### config.mk
export PLATFORM = sky130hd
export DESIGN_NAME = bldc_cmd_dispatch
export DESIGN_NICKNAME = d
export VERILOG_FILES = /design/src/rtl/bldc_cmd_pkg.sv /design/src/rtl/bldc_chan_interlock.sv /design/src/rtl/bldc_cmd_dispatch.sv
export SDC_FILE = /design/constraint.sdc
export NUM_CORES = 1
export LEC_CHECK = 0
export ABC_AREA = 0
export CORE_AREA = 3 3 77 94
export CTS_CLUSTER_SIZE = 28
export DETAILED_ROUTE_END_ITERATION = 7
export DIE_AREA = 0 0 80 97
export PLACE_DENSITY = 0.86
export SYNTH_ARGS = -nofsm -noshare
export SYNTH_HDL_FRONTEND = slang
export SYNTH_SLANG_ARGS = --single-unit
### constraint.sdc
create_clock -name clk -period 2.4 [get_ports clk]
set_input_delay 0.24 -clock clk [delete_from_list [all_inputs] [get_ports clk]]
set_output_delay 0.24 -clock clk [all_outputs]
set_load 0.02 [all_outputs]
### src/rtl/bldc_cmd_pkg.sv
// Shared encodings for the BLDC command dispatcher: command modes, channel states, drive bits.
package bldc_cmd_pkg;

    typedef enum logic [1:0] {
        MODE_STOP  = 2'b00,
        MODE_CW    = 2'b01,
        MODE_CCW   = 2'b10,
        MODE_BRAKE = 2'b11
    } mode_e;

    typedef enum logic [2:0] {
        ST_OFF,
        ST_RUN_CW,
        ST_RUN_CCW,
        ST_BRAKE,
        ST_DEAD
    } chan_state_e;

    localparam int unsigned DRV_CW    = 0;
    localparam int unsigned DRV_CCW   = 1;
    localparam int unsigned DRV_BRAKE = 2;
    localparam int unsigned DRV_W     = 3;

    // One-hot drive field with only the given bit set.
    function automatic logic [DRV_W-1:0] drv_bit(input int unsigned idx);
        return DRV_W'(1) << idx;
    endfunction

endpackage

### src/rtl/bldc_chan_interlock.sv
// One motor channel: run/brake FSM with a dead-time interlock on CW<->CCW reversal.
module bldc_chan_interlock
    import bldc_cmd_pkg::*;
#(
    parameter int unsigned DEAD_CYCLES = 8
) (
    input  logic             clk,
    input  logic             rst,
    input  mode_e            mode_i,
    input  logic             hit_i,
    input  logic             estop_i,
    output logic [DRV_W-1:0] drive_o,
    output logic             busy_o
);

    localparam int unsigned CNT_W = $clog2(DEAD_CYCLES + 1);

    chan_state_e      state_q;
    logic [CNT_W-1:0] cnt_q;
    logic             pend_ccw_q;
    logic [DRV_W-1:0] drive_q;
    logic             busy_q;

    // estop outranks dead-time expiry, which outranks new commands.
    always_ff @(posedge clk or posedge rst) begin
        if (rst) begin
            state_q    <= ST_OFF;
            cnt_q      <= '0;
            pend_ccw_q <= 1'b0;
            drive_q    <= '0;
            busy_q     <= 1'b0;
        end else if (estop_i) begin
            state_q    <= ST_BRAKE;
            cnt_q      <= '0;
            pend_ccw_q <= 1'b0;
            drive_q    <= drv_bit(DRV_BRAKE);
            busy_q     <= 1'b0;
        end else if (state_q == ST_DEAD) begin
            if (cnt_q == CNT_W'(1)) begin
                state_q    <= pend_ccw_q ? ST_RUN_CCW : ST_RUN_CW;
                drive_q    <= pend_ccw_q ? drv_bit(DRV_CCW) : drv_bit(DRV_CW);
                busy_q     <= 1'b0;
                cnt_q      <= '0;
                pend_ccw_q <= 1'b0;
            end else begin
                cnt_q <= cnt_q - CNT_W'(1);
            end
        end else if (hit_i) begin
            case (mode_i)
                MODE_STOP: begin
                    state_q <= ST_OFF;
                    drive_q <= '0;
                end
                MODE_BRAKE: begin
                    state_q <= ST_BRAKE;
                    drive_q <= drv_bit(DRV_BRAKE);
                end
                MODE_CW: begin
                    if (state_q == ST_RUN_CCW) begin
                        state_q    <= ST_DEAD;
                        cnt_q      <= CNT_W'(DEAD_CYCLES);
                        pend_ccw_q <= 1'b0;
                        drive_q    <= '0;
                        busy_q     <= 1'b1;
                    end else begin
                        state_q <= ST_RUN_CW;
                        drive_q <= drv_bit(DRV_CW);
                    end
                end
                MODE_CCW: begin
                    if (state_q == ST_RUN_CW) begin
                        state_q    <= ST_DEAD;
                        cnt_q      <= CNT_W'(DEAD_CYCLES);
                        pend_ccw_q <= 1'b1;
                        drive_q    <= '0;
                        busy_q     <= 1'b1;
                    end else begin
                        state_q <= ST_RUN_CCW;
                        drive_q <= drv_bit(DRV_CCW);
                    end
                end
                default: ;
            endcase
        end
    end

    assign drive_o = drive_q;
    assign busy_o  = busy_q;

endmodule

### src/rtl/bldc_cmd_dispatch.sv
// Byte-command dispatcher: valid/ready intake, reserved-bit check and mask fan-out to N interlocked channels.
module bldc_cmd_dispatch
    import bldc_cmd_pkg::*;
#(
    parameter int unsigned NUM_MOTORS  = 4,
    parameter int unsigned DEAD_CYCLES = 8
) (
    input  logic                        clk,
    input  logic                        rst,
    input  logic [7:0]                  cmd_data,
    input  logic                        cmd_valid,
    output logic                        cmd_ready,
    input  logic                        estop,
    output logic [DRV_W*NUM_MOTORS-1:0] drive,
    output logic [NUM_MOTORS-1:0]       busy,
    output logic                        cmd_err
);

    // Bits above the motor mask; empty when all six mask bits are in use.
    localparam logic [7:0] RSVD_MASK = 8'(16'h00FF << (NUM_MOTORS + 2));

    logic                  accept_c;
    logic                  rsvd_bad_c;
    logic [NUM_MOTORS-1:0] mask_c;
    mode_e                 mode_c;
    logic                  cmd_err_q;

    assign cmd_ready  = ~estop & ~|busy;
    assign accept_c   = cmd_valid & cmd_ready;
    assign rsvd_bad_c = |(cmd_data & RSVD_MASK);
    assign mask_c     = cmd_data[NUM_MOTORS+1:2];
    assign mode_c     = mode_e'(cmd_data[1:0]);

    always_ff @(posedge clk or posedge rst) begin
        if (rst) begin
            cmd_err_q <= 1'b0;
        end else begin
            cmd_err_q <= accept_c & rsvd_bad_c;
        end
    end

    assign cmd_err = cmd_err_q;

    for (genvar i = 0; i < NUM_MOTORS; i++) begin : g_chan
        logic hit_c;
        assign hit_c = accept_c & ~rsvd_bad_c & mask_c[i];

        bldc_chan_interlock #(
            .DEAD_CYCLES(DEAD_CYCLES)
        ) u_chan (
            .clk     (clk),
            .rst     (rst),
            .mode_i  (mode_c),
            .hit_i   (hit_c),
            .estop_i (estop),
            .drive_o (drive[DRV_W*i +: DRV_W]),
            .busy_o  (busy[i])
        );

        a_drive_onehot0: assert property (@(posedge clk) disable iff (rst)
            $onehot0(drive[DRV_W*i +: DRV_W]));
    end

endmodule

==> results_tabular.tex <==
\begin{tabular}{lr}
\hline
Metric & Value \\
\hline
\multicolumn{2}{l}{\textbf{Worst setup path}} \\
Crit end category & flop \\
Gate family responsible for the most delay along the worst path & buffers and inverters \\
Arr. time, crit path & between 2000 and 2500 ps \\
Maximum fanout count along the critical path & 15 \\
Nature of the critical path startpoint & primary input \\
Delay contributed by the slowest stage of the critical path & 510 ps \\
Ordered cell list for the critical path & clkdlybuf4s50\_1 > inv\_1 > ha\_1 > buf\_4 > nor4b\_1 > a21oi\_1 > a32oi\_1 > o32ai\_1 \\
Max stage delay cell, worst path & sky130\_fd\_sc\_hd\_\_clkdlybuf4s50\_1 \\
Type of the worst setup path & in -> reg \\
Buffer and inverter count on the worst path & 3 \\
Crit path required time & roughly 2600 ps \\
\multicolumn{2}{l}{\textbf{Power and ir drop}} \\
Peak ir drop on the vdd network & 0.289 mV \\
Net switching power of the design & between 0.0006 and 0.0007 W \\
Clock Power Share & 0.263 \\
Sequential share of power & 0.504 \\
Reported leakage power & 1.59 nW \\
Total power after layout & 0.00191 W \\
Internal portion of total power & between 0.001 and 0.0015 W \\
Power per cell area & 478 nW/um\^{}2 \\
Switching power share of the total & 0.320 \\
Combinational Power Share & 0.232 \\
\multicolumn{2}{l}{\textbf{STA}} \\
Slew at the pin with the worst max-slew slack & 531 ps \\
Total Negative Setup Slacks & 0 ps \\
Minimum setup slack in the final design & 221 ps \\
Max Clock Skew & slightly below 9 ps \\
Relative slew slack & 0.646 \\
Part of the cycle the worst path needs & 0.908 \\
Final hold violation count & 0 \\
RSZ-0062 raised after global routing & no \\
Slew Limit Fails & 0 \\
Min Clock Period, post-route & 2180 ps \\
Highest clock frequency the design can meet & 459 MHz \\
Number of setup violations in the final report & 0 \\
\multicolumn{2}{l}{\textbf{Clock network}} \\
Number of sinks driven by the clock tree & slightly below 50 \\
Clk pin slew, worst setup/hold paths & 100 ps \\
Depth of the CTS H-tree & 2 \\
Clock latency on the worst-skew pair & $\sim$310 ps \\
Clock Tree Buf Depth & 2 \\
Total clock buffers created by CTS & 5 \\
CTS Root Cell & sky130\_fd\_sc\_hd\_\_clkbuf\_8 \\
TritonCTS clock tree & yes \\
Number of buffers added to fix hold violations after cts & 0 \\
\multicolumn{2}{l}{\textbf{Route}} \\
Met3 Wirelength & 450 um \\
DRC violations left & 0 \\
Count of TritonRoute iterations in the first routing pass & 5 \\
Routed wire per std cell & roughly 17 um \\
Post-route antenna net violation count & 0 \\
Drt total wl & 8340 um \\
Top layer used by detailed routing & met4 \\
Detailed-routed wire length on met2 & between 4000 and 5000 um \\
Via count & approximately 3100 \\
Number of DRC markers in iteration 0 & 281 \\
DR vias/cell & 6.28 \\
Metal-1 WL & 3560 um \\
\multicolumn{2}{l}{\textbf{Logic synthesis}} \\
FF+latch count, synth & $\sim$50 \\
Fraction of registers with async set or reset after synthesis & 1.00 \\
Netlist Area Pre-Place & 3480 um\^{}2 \\
Post-synthesis cell count & 376 \\
Number of enable-type register cells in the synthesized netlist & 0 \\
Yosys cell types & 65 \\
Net count after synthesis & 401 \\
Post-synthesis area per instance & between 9 and 10 um\^{}2 \\
Sequential area share after synthesis & 0.353 \\
Total number of yosys warnings & 0 \\
Commonest register cell after synthesis & sky130\_fd\_sc\_hd\_\_dfrtp\_1 \\
\multicolumn{2}{l}{\textbf{Run status}} \\
Run status & complete, no violations \\
\multicolumn{2}{l}{\textbf{Finish}} \\
Antenna cell count & 0 \\
Final non-filler cell total & 488 \\
Finished layout cell area & $\sim$4000 um\^{}2 \\
Total of fill cells in the finished design & 518 \\
Post-layout net count & 427 \\
Area delta synth->final & 15.0\% \\
Share of post-route cells with drive strength above 1 & 0.161 \\
\multicolumn{2}{l}{\textbf{GRT}} \\
Overflow left after global routing & 0 \\
Wire length of the first global-routing pass & between 10000 and 15000 um \\
Pin count of the biggest net entering global routing & 40 \\
Total routing resource utilization after global routing & 0.217 \\
Number of global-route vias before repair & 2845 \\
Number of antenna violations at the first check in global routing & 0 \\
\multicolumn{2}{l}{\textbf{Floorplan}} \\
Count of pins on the block boundary & 30 \\
Initial core utilization & 0.543 \\
Die outline area & roughly 7800 um\^{}2 \\
Core area & 6410 um\^{}2 \\
Die Span X & about 80 um \\
Num rows & 32 \\
Height of the die & 97 um \\
\multicolumn{2}{l}{\textbf{Hold path}} \\
Kind of path behind the tightest hold check & in -> async \\
\multicolumn{2}{l}{\textbf{Placed design}} \\
Post-place instance area & 3910 um\^{}2 \\
Post-placement setup slack & -41.1 ps \\
Half-perimeter wire length after detailed placement & 5930 um \\
\# placed instances & 480 \\
Port Buffer Count & 29 \\
Weighted congestion at the end of routability-driven global placement & 0.855 \\
\multicolumn{2}{l}{\textbf{Run}} \\
Number of max-cap violations & 0 \\
\hline
\end{tabular}
==> timing repair <==
| action | CTS | global route |
|---|---|---|
| setup endpoints to repair | 0 | 1 |
| buffers inserted | 0 | 0 |
| resized for setup | 0 | 1 |
==> metal layers <==
metal | global-route usage | vias up
li1 | - | 1452
met1 | 0.283 | 1489
met2 | 0.356 | 110
met3 | 0.0382 | 14
met4 | 0.0819 | 0
met5 | 0 | -
==> cell usage in the layout (no fill, tap or decap), drive strengths merged, types with 4 or more instances in the layout <==
master and count:
clkbuf 6, o21ai 12, a21oi 30, a2111oi 4, nor3 10, nand2 13, and2 4, nor2 19
nand4 5, mux2 10, mux2i 6, nand2b 11, a21o 4, a22oi 6, o311ai 4, ha 13
o31ai 10, nor2b 6, o221ai 4, o21bai 8, nand3b 8, inv 22, clkdlybuf4s50 28, or3b 13
nand3 19, nor3b 9, dfrtp 49, nor4 4, buf 21
==> power by group through the flow <==
stage | logic [W] | registers [W] | clock network, W
after floorplan | 0.000319 | 0.000945 | 0
after global placement | 0.000429 | 0.000972 | 0
after detailed placement | 0.000440 | 0.000977 | 0
after CTS | 0.000443 | 0.000961 | 0.000511
after global routing | 0.000481 | 0.000976 | 0.000539
final | 0.000445 | 0.000965 | 0.000504
==> sequential cells by signal, summed over array words and instances, names as in the netlist <==
name	count
g_chan.u_chan.pend_ccw_q	4
g_chan.u_chan.drive_o	12
g_chan.u_chan.cnt_q	16
g_chan.u_chan.state_q	12
cmd_err	1
g_chan.u_chan.busy_o	4
==> final timing paths <==
check / startpoint / cells past startpoint / to / slack (ps)
hold / removal: rst / 2 / g_chan[3].u_chan.pend_ccw_q$_DFFE_PP0P_ / 270
max in group asynchronous: rst / 3 / g_chan[0].u_chan.drive_o[2]$_DFFE_PP0P_ / 1510
hold reg to reg: g_chan[0].u_chan.drive_o[0]$_DFFE_PP0P_ / 2 / g_chan[0].u_chan.drive_o[0]$_DFFE_PP0P_ / 510
setup reg to reg: g_chan[0].u_chan.cnt_q[1]$_DFFE_PP0P_ / 6 / g_chan[0].u_chan.state_q[2]$_DFFE_PP0P_ / 370
setup / recovery: cmd_data[1] / 8 / g_chan[2].u_chan.cnt_q[1]$_DFFE_PP0P_ / 220
min in group clk: g_chan[0].u_chan.drive_o[0]$_DFFE_PP0P_ / 2 / g_chan[0].u_chan.drive_o[0]$_DFFE_PP0P_ / 510
==> final cells by class <==
class                      instances  area (um^2)  share of cell area
sequential                        49         1230               0.307
multi-input combinational        274         2030               0.509
clock buffer                       6         72.6              0.0181
clock inverter                     2         15.0             0.00375
tap                               85          106              0.0266
timing repair buffer              50          463               0.116
inverter                          22         82.6              0.0206
==> cells in the mapped netlist, drive strengths merged (5+ instances only) <==
library cell | number | area, um^2
dfrtp | 49 | 1230
a21oi | 30 | 150
clkbuf | 24 | 90.1
inv | 22 | 82.6
nand3 | 19 | 108
nor2 | 19 | 71.3
ha | 13 | 163
nand2 | 13 | 48.8
or3b | 13 | 114
o21ai | 12 | 71.3
nand2b | 11 | 68.8
mux2 | 10 | 113
nor3 | 10 | 50.1
o31ai | 10 | 75.1
nor3b | 9 | 72.6
nand3b | 8 | 60.1
o21bai | 8 | 60.1
buf | 7 | 43.8
a22oi | 6 | 45.0
mux2i | 6 | 60.1
nor2b | 6 | 37.5
nand4 | 5 | 76.3
==> stage by stage <==
step / utilization / hold WS, ps
2_1_floorplan: - / 375
3_3_place_gp: 0.610 / 488
3_5_place_dp: 0.610 / 487
4_1_cts: 0.624 / 293
5_1_grt: 0.624 / 323
6_report: 0.624 / 274
==> worst reg2reg max path: stages (launching register included) <==
cell and delay [ps]:
sky130_fd_sc_hd__dfrtp_1 400, sky130_fd_sc_hd__inv_1 90, sky130_fd_sc_hd__ha_1 140, sky130_fd_sc_hd__nor3b_1 440, sky130_fd_sc_hd__a21oi_1 290, sky130_fd_sc_hd__nand2_1 220
sky130_fd_sc_hd__mux2_2 350
==> logic make-up after synthesis <==
family	share of synthesized area
and+or+nand+nor	0.261
AOI/OAI and AO/OA	0.228
buffers and inverters	0.0623
DFF	0.353
muxes	0.0497
adders and majority gates	0.0468
(Power assumes the default switching activity.)
